## config.mk

```make
export PLATFORM = sky130hd
export DESIGN_NAME = id_hazard_ctrl
export DESIGN_NICKNAME = d
export VERILOG_FILES = /design/src/rtl/rv_pipe_pkg.sv /design/src/rtl/sat_counter.sv /design/src/rtl/id_hazard_ctrl.sv
export SDC_FILE = /design/constraint.sdc
export NUM_CORES = 1
export LEC_CHECK = 0
export BUFFER_PORTS_ARGS = -buffer_cell sky130_fd_sc_hd__buf_2
export CAP_MARGIN = 20
export CORE_MARGIN = 2
export CORE_UTILIZATION = 56
export DETAILED_ROUTE_END_ITERATION = 10
export GPL_ROUTABILITY_DRIVEN = 0
export HOLD_SLACK_MARGIN = 0.06
export PLACE_DENSITY = 0.81
export SYNTH_ARGS = -nofsm -noshare
export SYNTH_HDL_FRONTEND = slang
export SYNTH_SLANG_ARGS = --single-unit
```

## constraint.sdc

```tcl
create_clock -name i_clk -period 4.4 [get_ports i_clk]
set_clock_uncertainty 0.1 [all_clocks]
set_input_delay 0 -clock i_clk [delete_from_list [all_inputs] [get_ports i_clk]]
set_output_delay 0 -clock i_clk [all_outputs]
set_load 0.01 [all_outputs]
```

## src/rtl/rv_pipe_pkg.sv

```systemverilog
// Shared pipeline definitions: in-flight tracker entry, tracker depth and
// tracker slot positions.
package rv_pipe_pkg;

  localparam int unsigned TrackDepth = 3;
  localparam int unsigned TrkEx      = 0;
  localparam int unsigned TrkMem     = 1;
  localparam int unsigned TrkWb      = 2;

  localparam logic [4:0] RegX0 = 5'd0;

  typedef struct packed {
    logic       valid;
    logic [4:0] rd;
  } trk_entry_t;

endpackage

```

## src/rtl/sat_counter.sv

```systemverilog
// Saturating up-counter: holds at all-ones instead of wrapping.
module sat_counter #(
  parameter int unsigned Width = 16
) (
  input  logic             clk_i,
  input  logic             rst_ni,
  input  logic             inc_i,
  output logic [Width-1:0] cnt_o
);

  logic [Width-1:0] cnt_d, cnt_q;

  always_comb begin
    cnt_d = cnt_q;
    if (inc_i && (cnt_q != {Width{1'b1}})) begin
      cnt_d = cnt_q + Width'(1);
    end
  end

  always_ff @(posedge clk_i or negedge rst_ni) begin
    if (!rst_ni) begin
      cnt_q <= '0;
    end else begin
      cnt_q <= cnt_d;
    end
  end

  assign cnt_o = cnt_q;

endmodule

```

## src/rtl/id_hazard_ctrl.sv

```systemverilog
// ID-stage RAW hazard detector: tracks in-flight destination registers in
// EX/MEM/WB and generates stall / flush controls plus performance counters.
module id_hazard_ctrl
  import rv_pipe_pkg::*;
#(
  parameter int unsigned WB_BYPASS = 1,
  parameter int unsigned CNT_W     = 16
) (
  input  logic             i_clk,
  input  logic             i_rst,
  input  logic             ID_insn_vld,
  input  logic [4:0]       ID_rs1_addr,
  input  logic [4:0]       ID_rs2_addr,
  input  logic             ID_rs1_used,
  input  logic             ID_rs2_used,
  input  logic [4:0]       ID_rd_addr,
  input  logic             ID_rd_wren,
  input  logic             EX_br_taken,
  output logic             o_pc_stall,
  output logic             o_IF_stall,
  output logic             o_ID_flush,
  output logic             EX_flush,
  output logic [CNT_W-1:0] o_stall_cnt,
  output logic [CNT_W-1:0] o_flush_cnt
);

  trk_entry_t trk_q [TrackDepth];
  trk_entry_t trk_d [TrackDepth];

  logic [TrackDepth-1:0] entry_hit;
  logic                  hazard;
  logic                  issue;
  logic                  stall_inc;

  function automatic logic src_match(input logic       used,
                                     input logic [4:0] addr,
                                     input trk_entry_t e);
    return used && (addr != RegX0) && e.valid && (e.rd == addr);
  endfunction

  always_comb begin
    entry_hit = '0;
    for (int i = 0; i < TrackDepth; i++) begin
      entry_hit[i] = src_match(ID_rs1_used, ID_rs1_addr, trk_q[i]) |
                     src_match(ID_rs2_used, ID_rs2_addr, trk_q[i]);
    end
  end

  // With WB bypass the register file forwards the WB write, so WB is not a hazard.
  assign hazard = ID_insn_vld &
                  (entry_hit[TrkEx] | entry_hit[TrkMem] |
                   ((WB_BYPASS == 0) & entry_hit[TrkWb]));

  assign issue     = ID_insn_vld & ~hazard & ~EX_br_taken;
  assign stall_inc = hazard & ~EX_br_taken;

  // Redirect takes priority: the stalled instruction is on the wrong path anyway.
  always_comb begin
    o_pc_stall = 1'b0;
    o_IF_stall = 1'b0;
    o_ID_flush = 1'b0;
    EX_flush   = 1'b0;
    if (EX_br_taken) begin
      o_ID_flush = 1'b1;
      EX_flush   = 1'b1;
    end else if (hazard) begin
      o_pc_stall = 1'b1;
      o_IF_stall = 1'b1;
      EX_flush   = 1'b1;
    end
  end

  always_comb begin
    trk_d[TrkEx] = '0;
    if (issue) begin
      trk_d[TrkEx].valid = ID_rd_wren && (ID_rd_addr != RegX0);
      trk_d[TrkEx].rd    = ID_rd_addr;
    end
    for (int i = 1; i < TrackDepth; i++) begin
      trk_d[i] = trk_q[i-1];
    end
  end

  always_ff @(posedge i_clk or negedge i_rst) begin
    if (!i_rst) begin
      for (int i = 0; i < TrackDepth; i++) begin
        trk_q[i] <= '0;
      end
    end else begin
      for (int i = 0; i < TrackDepth; i++) begin
        trk_q[i] <= trk_d[i];
      end
    end
  end

  sat_counter #(
    .Width (CNT_W)
  ) u_stall_cnt (
    .clk_i  (i_clk),
    .rst_ni (i_rst),
    .inc_i  (stall_inc),
    .cnt_o  (o_stall_cnt)
  );

  sat_counter #(
    .Width (CNT_W)
  ) u_flush_cnt (
    .clk_i  (i_clk),
    .rst_ni (i_rst),
    .inc_i  (EX_br_taken),
    .cnt_o  (o_flush_cnt)
  );

endmodule

```

# [Word level (Yosys, flattened, before mapping)]
# Cells that the tools add are included.
[totals] register_bits=44 word_cells=44 inputBits=22 output_inout_bits=36
[op_classes] reduce_logical=16 eq_ne=6 bitwise=9 mux=5 add_sub_neg=2
[op_table] op="16-bit by 1-bit adder with 16-bit output (second input constant)" count=2
[op_table] op="16-bit != test (second input constant)" count=2
[op_table] op="5-bit == test" count=4
[op_table] op="5-bit nonzero test" count=3
[op_table] op="1-bit logical AND" count=13
[op_table] op="6-bit two-way mux" count=1
[op_table] op="1-bit bitwise AND" count=4
[op_table] op="1-bit two-way mux" count=4
[op_table] op="1-bit OR" count=3
[op_table] op="1-bit NOT" count=2

# [Logic depth before layout (Yosys ltp)]
# Gate-level depths: netlist of the first run.
[depth] word_depth=11 ltp_mapped=8 depth_no_buf=6

# [Hierarchy]
# From an unflattened synthesis of the first run, not the netlist that was laid out.
[unflattened] hier_cells=202 area_unflattened_um2=2376.0
[by_module_without_submodules] module="sat_counter" cells_per_inst=72 area_per_inst_um2=859.6 seq_area_each_um2=400.4 n_inst=2
[by_module_without_submodules] module="id_hazard_ctrl" cells_per_inst=58 area_per_inst_um2=656.9 seq_area_each_um2=300.3 n_inst=1

# [Least setup slack after synthesis of the first run]
# No wires, ideal clock.
[synth_timing] path_type="register to register" startpoint="reg u_stall_cnt.cnt_q[0], in the netlist u_stall_cnt.cnt_o[0]" endpoint="reg u_stall_cnt.cnt_q[15], in the netlist u_stall_cnt.cnt_o[15]" arrival_ps=1769 path_stages_with_launch=9 required_time_ps=4175 setup_time_ps=125 synth_period_minus_slack_ps=1995 path_buffers=2 setup_slack_ps=2405 path_cell_list="dfrtp_1 ha_1 and3_1 clkbuf_1 nor2b_1 a21oi_2 buf_2 nand4_1 xnor2_1"
[synth_between] elab_chain_cells=2 word_cells_on_any_way=3 classes_between="1 x add/sub; 1 x eq/ne; 1 x reduce/logical"
[synth_lines] element="start: declaration" line="sat_counter.sv:11" rtl="logic [Width-1:0] cnt_d, cnt_q;"
[synth_lines] element="start signal: assignment" line="sat_counter.sv:24" rtl="cnt_q <= cnt_d;"
[synth_lines] element="branches (longest 2 deep; another with 16-bit by 1-bit adder with 16-bit output)"
# Several ways; the timed one is not identified.
# A chain may end at the register's enable or synchronous reset.

==> flow_summary_export.csv, run 1 <==
group,metric,value,unit
setup_path,cp_num_buf_inv,1,
setup_path,crit_fanout,18,
clocking,ctsResizeCount,0,
floorplanning,io_pins,58,
grt,grt_usage,0.216,
synthesis,synth_area,2160,um2
flow_run,maxCapViolCount,0,
synthesis,synth_top_area_frac,0.509,
timing,rsz0062_at_grt,"false",
timing,max-slew-margin-rel,0.391,
synthesis,synth_edf_count,0,
synthesis,synth_ff_type,"dfrtp_1",
routing,remaining_drc_errors,0,
routing,routed-wl-met2,2060,um
synthesis,synthTopCellsByArea,"dfrtp_1 (51%), xnor2_1 (11%), xor2_1 (7.3%), nand3_1 (4.2%), and3_1 (3.2%)",
place,portBuffers,57,
place,place_area,2470,um2
final_layout,areaGrowthSynthToFinish,22.9,%
setup_path,worstPathRequired,4.48,ns
floorplanning,die_y,66.2,um
final_layout,antenna_cells,0,
routing,vias_per_cell,5.55,
setup_path,crit_path_top_delay_cell,"dlygate4sd3_1",
routing,wl_per_cell,14.0,um
synthesis,syn_inst,197,
routing,wl_met1,2030,um
grt,grt_pass1_vias,1595,
timing,hold_violations,0,
pwr,irDropWorstVdd,0.303,mV
setup_path,cp_top_family,"compound AO/OA/AOI/OAI gates",
final_layout,final_area,2660,um2
pwr,finalPower,0.000933,W
grt,grt-ovfl-total,0,
final_layout,nets,289,
routing,vias,1737,
floorplanning,dieArea,4380,um2
synthesis,synthTopCellsByCount,"dfrtp_1 (44), xnor2_1 (27), nand3_1 (18), xor2_1 (18), and3_1 (11)",
synthesis,yosysTopAreaCell,"dfrtp_1",
floorplanning,start_util,0.587,
routing,first_pass_iters,4,
routing,drt_iter0_drc,67,
synthesis,synth.distinct_cells,37,
final_layout,seq_area,1100,um2
worst_hold_path,hold_class,"primary input to flip-flop",
run_status,status,"finished clean",
place,dp.cells,297,
setup_path,startpoint_type,"flip-flop",
timing,max_freq,0.395,GHz
timing,fin_crit,2.53,ns
setup_path,critPathCaptureType,"flip-flop",
synthesis,synth.most_common_cell,"dfrtp_1",
clocking,clockBufferDepth,2,
synthesis,ys_ff_latch,44,
synthesis,syn-num-nets,221,
synthesis,ys_warn_count,0,
clocking,root_buffer,"clkbuf_8",
clocking,clk_pin_slew,0.07,ns
routing,highest_layer,"met4",
final_layout,final_layout_size_suffix_gt1_frac,0.260,
floorplanning,fp-row-count,22,
setup_path,cp.arrival,2.61,ns
clocking,tritoncts,"built",
final_layout,utilization,0.722,
setup_path,path_cells,"xor2_1, nor4_1, a32oi_1, o22ai_4, nor2_2, o311a_1, dlygate4sd3_1",
timing,slew_violations,0,
synthesis,async_flop_share,1.00,
timing,tns,0,ns
final_layout,fill_cells,291,
grt,grt_pass1_wl,7170,um
grt,grt_max_degree,45,
timing,fin_crit_sh,0.576,
clocking,clkLatencyLatePin,0.29,ns
timing,worst_slew_pin_slew,0.914,ns
synthesis,yosysSeqAreaShare,0.509,
timing,setup_violations,0,
pwr,leakage,1.30,nW
synthesis,syn_area_per_cell,11.0,um2
floorplanning,die_x,66.2,um
final_layout,layout.cells.non_filler,313,
clocking,cts_buffers,5,
final_layout,multiInputGateArea,1020,um2
setup_path,slowest_delay,0.55,ns
clocking,htreeDepth,2,
setup_path,path_class,"flip-flop to flip-flop",
routing,wl_met3,234,um
grt,grt_antenna_before_repair,0,
pwr,p_per_area,351,nW/um2
clocking,numClockSinks,44,
routing,ant_nets,0,
routing,wl,4390,um
place,dpl.hpwl,3200,um
floorplanning,core,3690,um2
[placed cells by master (no fill, tap or decap), drive strengths merged, types with 8 or more instances in the layout]
cell type	instances
nand2	10
nand4	10
nand3	18
dfrtp	44
nor2	8
and3	11
xor2	18
buf	57
and2	8
xnor2	27
dlygate4sd3	9
[final timing paths]
path	startpoint	to	slack, ns	cells after the start
min in group asynchronous	i_rst	u_stall_cnt.cnt_o[2]	0.27	2
min	ID_insn_vld	u_stall_cnt.cnt_o[12]	0.09	5
max in group asynchronous	i_rst	trk_d[4]	3.35	2
max	trk_d[10]	trk_d[11]	1.87	7
max reg2reg	trk_d[10]	trk_d[11]	1.87	7
min reg2reg	trk_d[11]	trk_d[5]	0.31	0
[flip-flops by register name (all words and copies together) (netlist names)]
name and flops:
u_stall_cnt.cnt_o 16, u_flush_cnt.cnt_o 16, trk_d 12
[routing by layer]
| metal | up-vias | track usage |
|---|---|---|
| li1 | 831 | - |
| met1 | 847 | 0.303 |
| met2 | 51 | 0.335 |
| met3 | 8 | 0.0392 |
| met4 | 0 | 0.0842 |
| met5 | - | 0 |
[kinds of logic (layout without fill, tap and decap cells)]
| group | after synthesis | count (layout) | synth area share |
|---|---|---|---|
| compound gates | 16 | 16 | 0.0578 |
| xor+xnor | 45 | 45 | 0.182 |
| fa+ha+maj | 2 | 2 | 0.0116 |
| buf+inv | 6 | 74 | 0.0179 |
| flops | 44 | 44 | 0.509 |
| mux | 2 | 2 | 0.0104 |
| simple gates | 82 | 82 | 0.212 |
[final cells by class]
| cell class | count | area share |
|---|---|---|
| clock buffer | 7 | 0.0362 |
| inverter | 1 | 0.00141 |
| multi-input combinational | 147 | 0.385 |
| sequential | 44 | 0.414 |
| tap | 48 | 0.0226 |
| timing repair buffer | 66 | 0.141 |
[power by group]
| part | internal [W] | switching [W] |
|---|---|---|
| Combinational | 0.0000827 | 0.0000929 |
| Sequential | 0.000443 | 0.0000504 |
| Clock | 0.000140 | 0.000124 |
| Total | 0.000665 | 0.000268 |
[metrics by stage]
stage	hold slack, ns	setup WS [ns]
floorplan	-0.396	2.41
global placement	0.0954	2.25
detailed placement	0.0868	2.21
CTS	0.0858	1.87
global route	0.121	1.66
finish	0.0917	1.87
[repair_timing]
| action | 4_1_cts | 5_1_grt |
|---|---|---|
| hold endpoints to repair | 54 | 0 |
| hold buffers | 9 | 0 |
| buffers inserted | 0 | 0 |
[worst reg2reg max path, cell delays in order, from the launching register on]
cell and delay, ns:
dfrtp_1 0.41, xor2_1 0.15, nor4_1 0.33, a32oi_1 0.20, o22ai_4 0.41, nor2_2 0.13
o311a_1 0.15, dlygate4sd3_1 0.55
Note: power is estimated with default switching activity, not from simulation.
==> run 2: changes to the inputs <==
--- a/config.mk
+++ b/config.mk
@@ -8,11 +8,11 @@
 export BUFFER_PORTS_ARGS = -buffer_cell sky130_fd_sc_hd__buf_2
 export CAP_MARGIN = 20
 export CORE_MARGIN = 2
-export CORE_UTILIZATION = 56
+export CORE_UTILIZATION = 52
 export DETAILED_ROUTE_END_ITERATION = 10
 export GPL_ROUTABILITY_DRIVEN = 0
 export HOLD_SLACK_MARGIN = 0.06
-export PLACE_DENSITY = 0.81
+export PLACE_DENSITY = 0.76
 export SYNTH_ARGS = -nofsm -noshare
 export SYNTH_HDL_FRONTEND = slang
 export SYNTH_SLANG_ARGS = --single-unit
==> constraint.sdc (replaced) <==
create_clock -name i_clk -period 2.4 [get_ports i_clk]
set_clock_uncertainty 0.1 [all_clocks]
set_input_delay 0 -clock i_clk [delete_from_list [all_inputs] [get_ports i_clk]]
set_output_delay 0 -clock i_clk [all_outputs]
set_load 0.01 [all_outputs]
==> flow_summary_export.csv, run 2 (synthesis results as in run 1) <==
group,metric,value,unit
floorplanning,start_util,0.541,
setup_path,worstPathRequired,2.48,ns
clocking,clk_pin_slew,0.08,ns
timing,max_freq,0.448,GHz
setup_path,path_class,"flip-flop to flip-flop",
flow_run,maxCapViolCount,0,
routing,vias_per_cell,5.38,
routing,wl,4690,um
timing,hold_violations,0,
clocking,clkLatencyLatePin,0.30,ns
run_status,status,"finished clean",
setup_path,crit_fanout,6,
floorplanning,die_x,68.5,um
grt,grt_max_degree,45,
final_layout,final_common_cell,"buf_2",
setup_path,reg2reg_slack,0.17,ns
clocking,tritoncts,"built",
worst_hold_path,hold_class,"primary input to flip-flop",
timing,setup_violations,0,
setup_path,startpoint_type,"flip-flop",
routing,routed-wl-met2,2310,um
routing,highest_layer,"met4",
pwr,leakage,1.32,nW
grt,grt_pass1_vias,1619,
timing,hold_slack,0.0904,ns
place,dpl.hpwl,3310,um
routing,drt_iter0_drc,64,
floorplanning,io_pins,58,
setup_path,startpoint,"trk_d[8]",
setup_path,critPathCaptureType,"flip-flop",
routing,remaining_drc_errors,0,
clocking,root_buffer,"clkbuf_8",
clocking,cts_buffers,5,
grt,grt-ovfl-total,0,
final_layout,nets,295,
routing,wl_per_cell,14.6,um
grt,grt_pass1_wl,7370,um
timing,fin_crit,2.23,ns
clocking,clockBufferDepth,2,
place,portBuffers,57,
setup_path,r2r-end,"trk_d[11]",
routing,first_pass_iters,6,
grt,grt_usage,0.217,
clocking,numClockSinks,44,
pwr,irDropWorstVdd,0.398,mV
setup_path,crit_end,"trk_d[11]",
routing,wl_met1,2070,um
timing,rsz0062_at_grt,"false",
timing,fin_crit_sh,0.930,
routing,vias,1728,
setup_path,cp.arrival,2.31,ns
final_layout,areaGrowthSynthToFinish,25.0,%
setup_path,reg2reg_depth,7,
timing,max-slew-margin-rel,0.654,
floorplanning,fp-row-count,23,
clocking,ctsResizeCount,0,
final_layout,final_layout_size_suffix_gt1_frac,0.269,
routing,wl_met3,251,um
floorplanning,dieArea,4690,um2
setup_path,r2r-start,"trk_d[8]",
timing,worst_slew_pin_slew,0.512,ns
clocking,htreeDepth,2,
floorplanning,die_y,68.5,um
grt,grt_antenna_before_repair,0,
timing,tns,0,ns
timing,slew_violations,0,
final_layout,antenna_cells,0,
routing,ant_nets,0,
pwr,p_per_area,614,nW/um2
floorplanning,core,4000,um2
final_layout,layout_common_cells,"buf_2 (57), dfrtp_1 (44), xnor2_1 (27)",
-- run 2: power by group --
part           leakage (nW)  switching (W)  internal [W]
clock network        0.0410       0.000236      0.000198
registers             0.594      0.0000881      0.000812
logic                 0.690       0.000170      0.000157
-- run 2: through the flow --
| step | area [um2] | cells | total power [W] | worst slack [ns] | util |
|---|---|---|---|---|---|
| global route | 2710 | 321 | 0.00176 | 0.00292 | 0.676 |
| floorplan | 2160 | 197 | 0.00108 | 0.405 | - |
| CTS | 2670 | 318 | 0.00167 | 0.128 | 0.667 |
| detailed placement | 2500 | 302 | 0.00123 | 0.362 | 0.625 |
| finish | 2710 | 321 | 0.00166 | 0.168 | 0.676 |
| global placement | 2500 | 302 | 0.00122 | 0.448 | 0.625 |
-- run 2: critical path: stages (launching register included) --
cell and delay [ns]:
dfrtp_1 0.42, xor2_1 0.17, nor4_1 0.27, a32oi_1 0.18, o22ai_4 0.21, nor2_2 0.08
o311a_1 0.13, dlygate4sd3_1 0.56
-- run 2: area by class of cell --
class,instances,area [um2]
multi-input combinational,147,1020
inverter,1,3.75
fill,342,1290
timing repair buffer,72,435
sequential,44,1100
tap,50,62.6
clock inverter,1,5.00
clock buffer,6,72.6
-- run 2: repair_timing --
action / in CTS / in global routing
endpoints found under the hold margin: 54 / 3
buffers inserted: 0 / 1
endpoints found under the setup margin: 0 / 1
hold buffers: 9 / 1
-- run 2: layer usage --
metal,vias up,global-route usage
met5,-,0
met4,0,0.0775
met3,5,0.0584
met2,47,0.346
met1,828,0.285
li1,848,-
-- run 2: worst min path at each step --
stage | from | endpoint | slack (ns) | cells after the start
global route | ID_insn_vld | u_stall_cnt.cnt_o[12] | 0.14 | 5
floorplan | i_rst | trk_d[0] | -0.40 | 0
detailed placement | i_rst | u_flush_cnt.cnt_o[14] | 0.11 | 1
global placement | i_rst | u_flush_cnt.cnt_o[14] | 0.11 | 1
finish | ID_insn_vld | u_stall_cnt.cnt_o[12] | 0.09 | 5
CTS | ID_insn_vld | u_stall_cnt.cnt_o[12] | 0.09 | 5
==> run 3: changes to the inputs <==
--- a/config.mk
+++ b/config.mk
@@ -5,14 +5,16 @@
 export SDC_FILE = /design/constraint.sdc
 export NUM_CORES = 1
 export LEC_CHECK = 0
+export ABC_AREA = 1
 export BUFFER_PORTS_ARGS = -buffer_cell sky130_fd_sc_hd__buf_2
 export CAP_MARGIN = 20
+export CORE_ASPECT_RATIO = 1.2
 export CORE_MARGIN = 2
-export CORE_UTILIZATION = 52
+export CORE_UTILIZATION = 55
 export DETAILED_ROUTE_END_ITERATION = 10
 export GPL_ROUTABILITY_DRIVEN = 0
 export HOLD_SLACK_MARGIN = 0.06
-export PLACE_DENSITY = 0.76
+export PLACE_DENSITY = 0.78
 export SYNTH_ARGS = -nofsm -noshare
 export SYNTH_HDL_FRONTEND = slang
 export SYNTH_SLANG_ARGS = --single-unit
==> flow_summary_export.csv, run 3 <==
group,metric,value,unit
clocking,numClockSinks,44,
setup_path,worstPathRequired,2.30,ns
synthesis,ys_warn_count,0,
clocking,tritoncts,"built",
setup_path,r2r-start,"u_flush_cnt.cnt_o[0]",
synthesis,synthTopCellsByArea,"dfrtp_1 (41%), nand2_1 (15%), inv_1 (8.1%), nand4_1 (5.6%), nor2_1 (5.5%)",
floorplanning,start_util,0.579,
clocking,clockBufferDepth,2,
timing,fin_crit,1.97,ns
clocking,clk_pin_slew,0.09,ns
timing,tns,0,ns
floorplanning,die_x,67.7,um
timing,hold_violations,0,
grt,met2_usage,0.440,
grt,grt_max_degree,45,
setup_path,reg2reg_slack,0.54,ns
timing,max_freq,0.509,GHz
timing,rsz0062_at_grt,"false",
grt,grt_pass1_vias,2525,
final_layout,antenna_cells,0,
setup_path,crit_end,"o_IF_stall",
worst_hold_path,hold_start,"trk_d[11]",
grt,grt_antenna_before_repair,0,
floorplanning,dieArea,5450,um2
flow_run,maxCapViolCount,0,
routing,drt_iter0_drc,130,
synthesis,async_flop_share,1.00,
clocking,ctsResizeCount,0,
setup_path,r2r-end,"u_flush_cnt.cnt_o[13]",
pwr,p_per_area,577,nW/um2
setup_path,path_class,"flip-flop to primary output",
final_layout,layout_common_cells,"nand2_1 (104), inv_1 (58), buf_2 (57)",
grt,grt_pass1_wl,10400,um
clocking,root_buffer,"clkbuf_8",
setup_path,cp_top_family,"simple AND/OR/NAND/NOR gates",
synthesis,syn-num-nets,389,
setup_path,startpoint_type,"flip-flop",
final_layout,final_common_cell,"nand2_1",
final_layout,multiInputGateArea,1320,um2
final_layout,final_layout_size_suffix_gt1_frac,0.202,
floorplanning,die_y,80.5,um
synthesis,yosysTopAreaCell,"dfrtp_1",
place,portBuffers,57,
synthesis,synth_top_area_frac,0.411,
synthesis,synth_ff_type,"dfrtp_1",
setup_path,path_depth,10,
final_layout,seq_area,1100,um2
timing,setup_violations,0,
grt,grt_usage,0.250,
floorplanning,io_pins,58,
synthesis,synth.most_common_cell,"nand2_1",
routing,ant_nets,0,
place,place_ws,0.557,ns
routing,remaining_drc_errors,0,
routing,vias_per_cell,5.16,
floorplanning,fp-row-count,27,
setup_path,critPathCaptureType,"primary output",
pwr,leakage,1.74,nW
setup_path,crit_path_top_delay_cell,"dfrtp_1",
final_layout,fill_cells,383,
synthesis,yosysSeqAreaShare,0.411,
grt,grt_use_met3,0.0420,
worst_hold_path,whs_path_depth,0,
timing,fin_crit_sh,0.819,
setup_path,reg2reg_depth,9,
synthesis,synth_edf_count,0,
floorplanning,core,4630,um2
grt,top_usage_layer,"met2",
synthesis,syn_inst,365,
setup_path,slowest_delay,0.42,ns
clocking,htreeDepth,2,
routing,vias,2550,
grt,grt_util_met1,0.301,
final_layout,areaGrowthSynthToFinish,20.5,%
synthesis,synthTopCellsByCount,"nand2_1 (104), inv_1 (58), dfrtp_1 (44), nor2_1 (39), nand3_1 (25)",
routing,wl,6090,um
setup_path,crit_top_cell,"nor2_1",
synthesis,synth_area,2680,um2
routing,first_pass_iters,4,
setup_path,cp_num_buf_inv,2,
run_status,status,"finished clean",
final_layout,nets,459,
setup_path,path_cells,"inv_2, nor2_1, nor2_1, nand2_1, nor2_1, nand2_1, nand2_2, nor2_4, nor2_2, buf_2",
synthesis,ys_ff_latch,44,
grt,grt-ovfl-total,0,
pwr,irDropWorstVdd,0.512,mV
setup_path,cp.arrival,1.87,ns
timing,worst_slew_pin_slew,0.962,ns
pwr,finalPower,0.00186,W
worst_hold_path,hold_class,"flip-flop to flip-flop",
synthesis,synth.distinct_cells,28,
setup_path,crit_fanout,12,
routing,wl_per_cell,12.3,um
synthesis,syn_area_per_cell,7.34,um2
timing,slew_violations,0,
timing,max-slew-margin-rel,0.359,
place,dpl.hpwl,4400,um
setup_path,startpoint,"trk_d[9]",
clocking,clkLatencyLatePin,0.30,ns
clocking,cts_buffers,5,
timing,finalWorstSetupSlack,0.435,ns
[run 3: changes by cell type after synthesis, moves of 4 or more]
cell / delta
and2_1: -8
and3_1: -11
inv_1: +57
inv_2: +4
nand2_1: +95
nand3_1: +7
nand4_1: +14
nor2_1: +32
nor2_2: +5
nor3_1: +4
o21ai_0: +7
xnor2_1: -20
[run 3: cell families after synthesis]
| kind of cell | share of synthesized area |
|---|---|
| adders and majority gates | 0.00934 |
| AOI/OAI and AO/OA | 0.0219 |
| xor gates and xnor gates | 0.0719 |
| DFF | 0.411 |
| and+or+nand+nor | 0.388 |
| buffers and inverters | 0.0980 |
[run 3: what timing repair did]
item | 4_1_cts | 5_1_grt
endpoints found under the hold margin | 66 | 0
buffers inserted | 0 | 0
hold buffers | 10 | 0
[run 3: per-stage QoR]
step	instance area (um2)	instances	hold slack [ns]	util
after floorplan	2680	365	-0.396	-
after global placement	3010	476	0.110	0.650
after detailed placement	3010	476	0.115	0.650
after CTS	3230	494	0.284	0.698
after global routing	3230	494	0.308	0.698
final	3230	494	0.281	0.698
[run 3: worst min path at each step]
stage,to,slack [ns]
after floorplan,trk_d[0],-0.40
after global placement,u_flush_cnt.cnt_o[6],0.11
after detailed placement,u_flush_cnt.cnt_o[0],0.12
after CTS,trk_d[5],0.28
after global routing,trk_d[5],0.31
final,trk_d[5],0.28
[run 3: final cells by class]
cell class,instances,share of cell area
Multi-Input combinational cell,255,0.408
Timing Repair Buffer,67,0.119
Sequential cell,44,0.341
Tap cell,58,0.0225
Clock buffer,6,0.0256
Clock inverter,2,0.0120
Inverter,62,0.0721
[run 3: metal layers]
metal,vias up,share of wire
met5,-,0
met4,0,0.013
met3,8,0.049
met2,71,0.51
met1,1183,0.43
li1,1288,-
[run 3: worst reg2reg max path, delay by kind of cell (launching register included)]
kind | cells | cell delay [ns]
AND/OR/NAND/NOR | 6 | 0.62
flip-flops | 1 | 0.42
AO/OA/AOI/OAI | 1 | 0.23
adder cells (fa/ha/maj) | 1 | 0.22
buffers and inverters | 1 | 0.14
[run 3: power by group]
part | internal [W] | switching [W]
registers | 0.000815 | 0.0000950
logic | 0.000145 | 0.000201
clock network | 0.000341 | 0.000266
total | 0.00130 | 0.000562
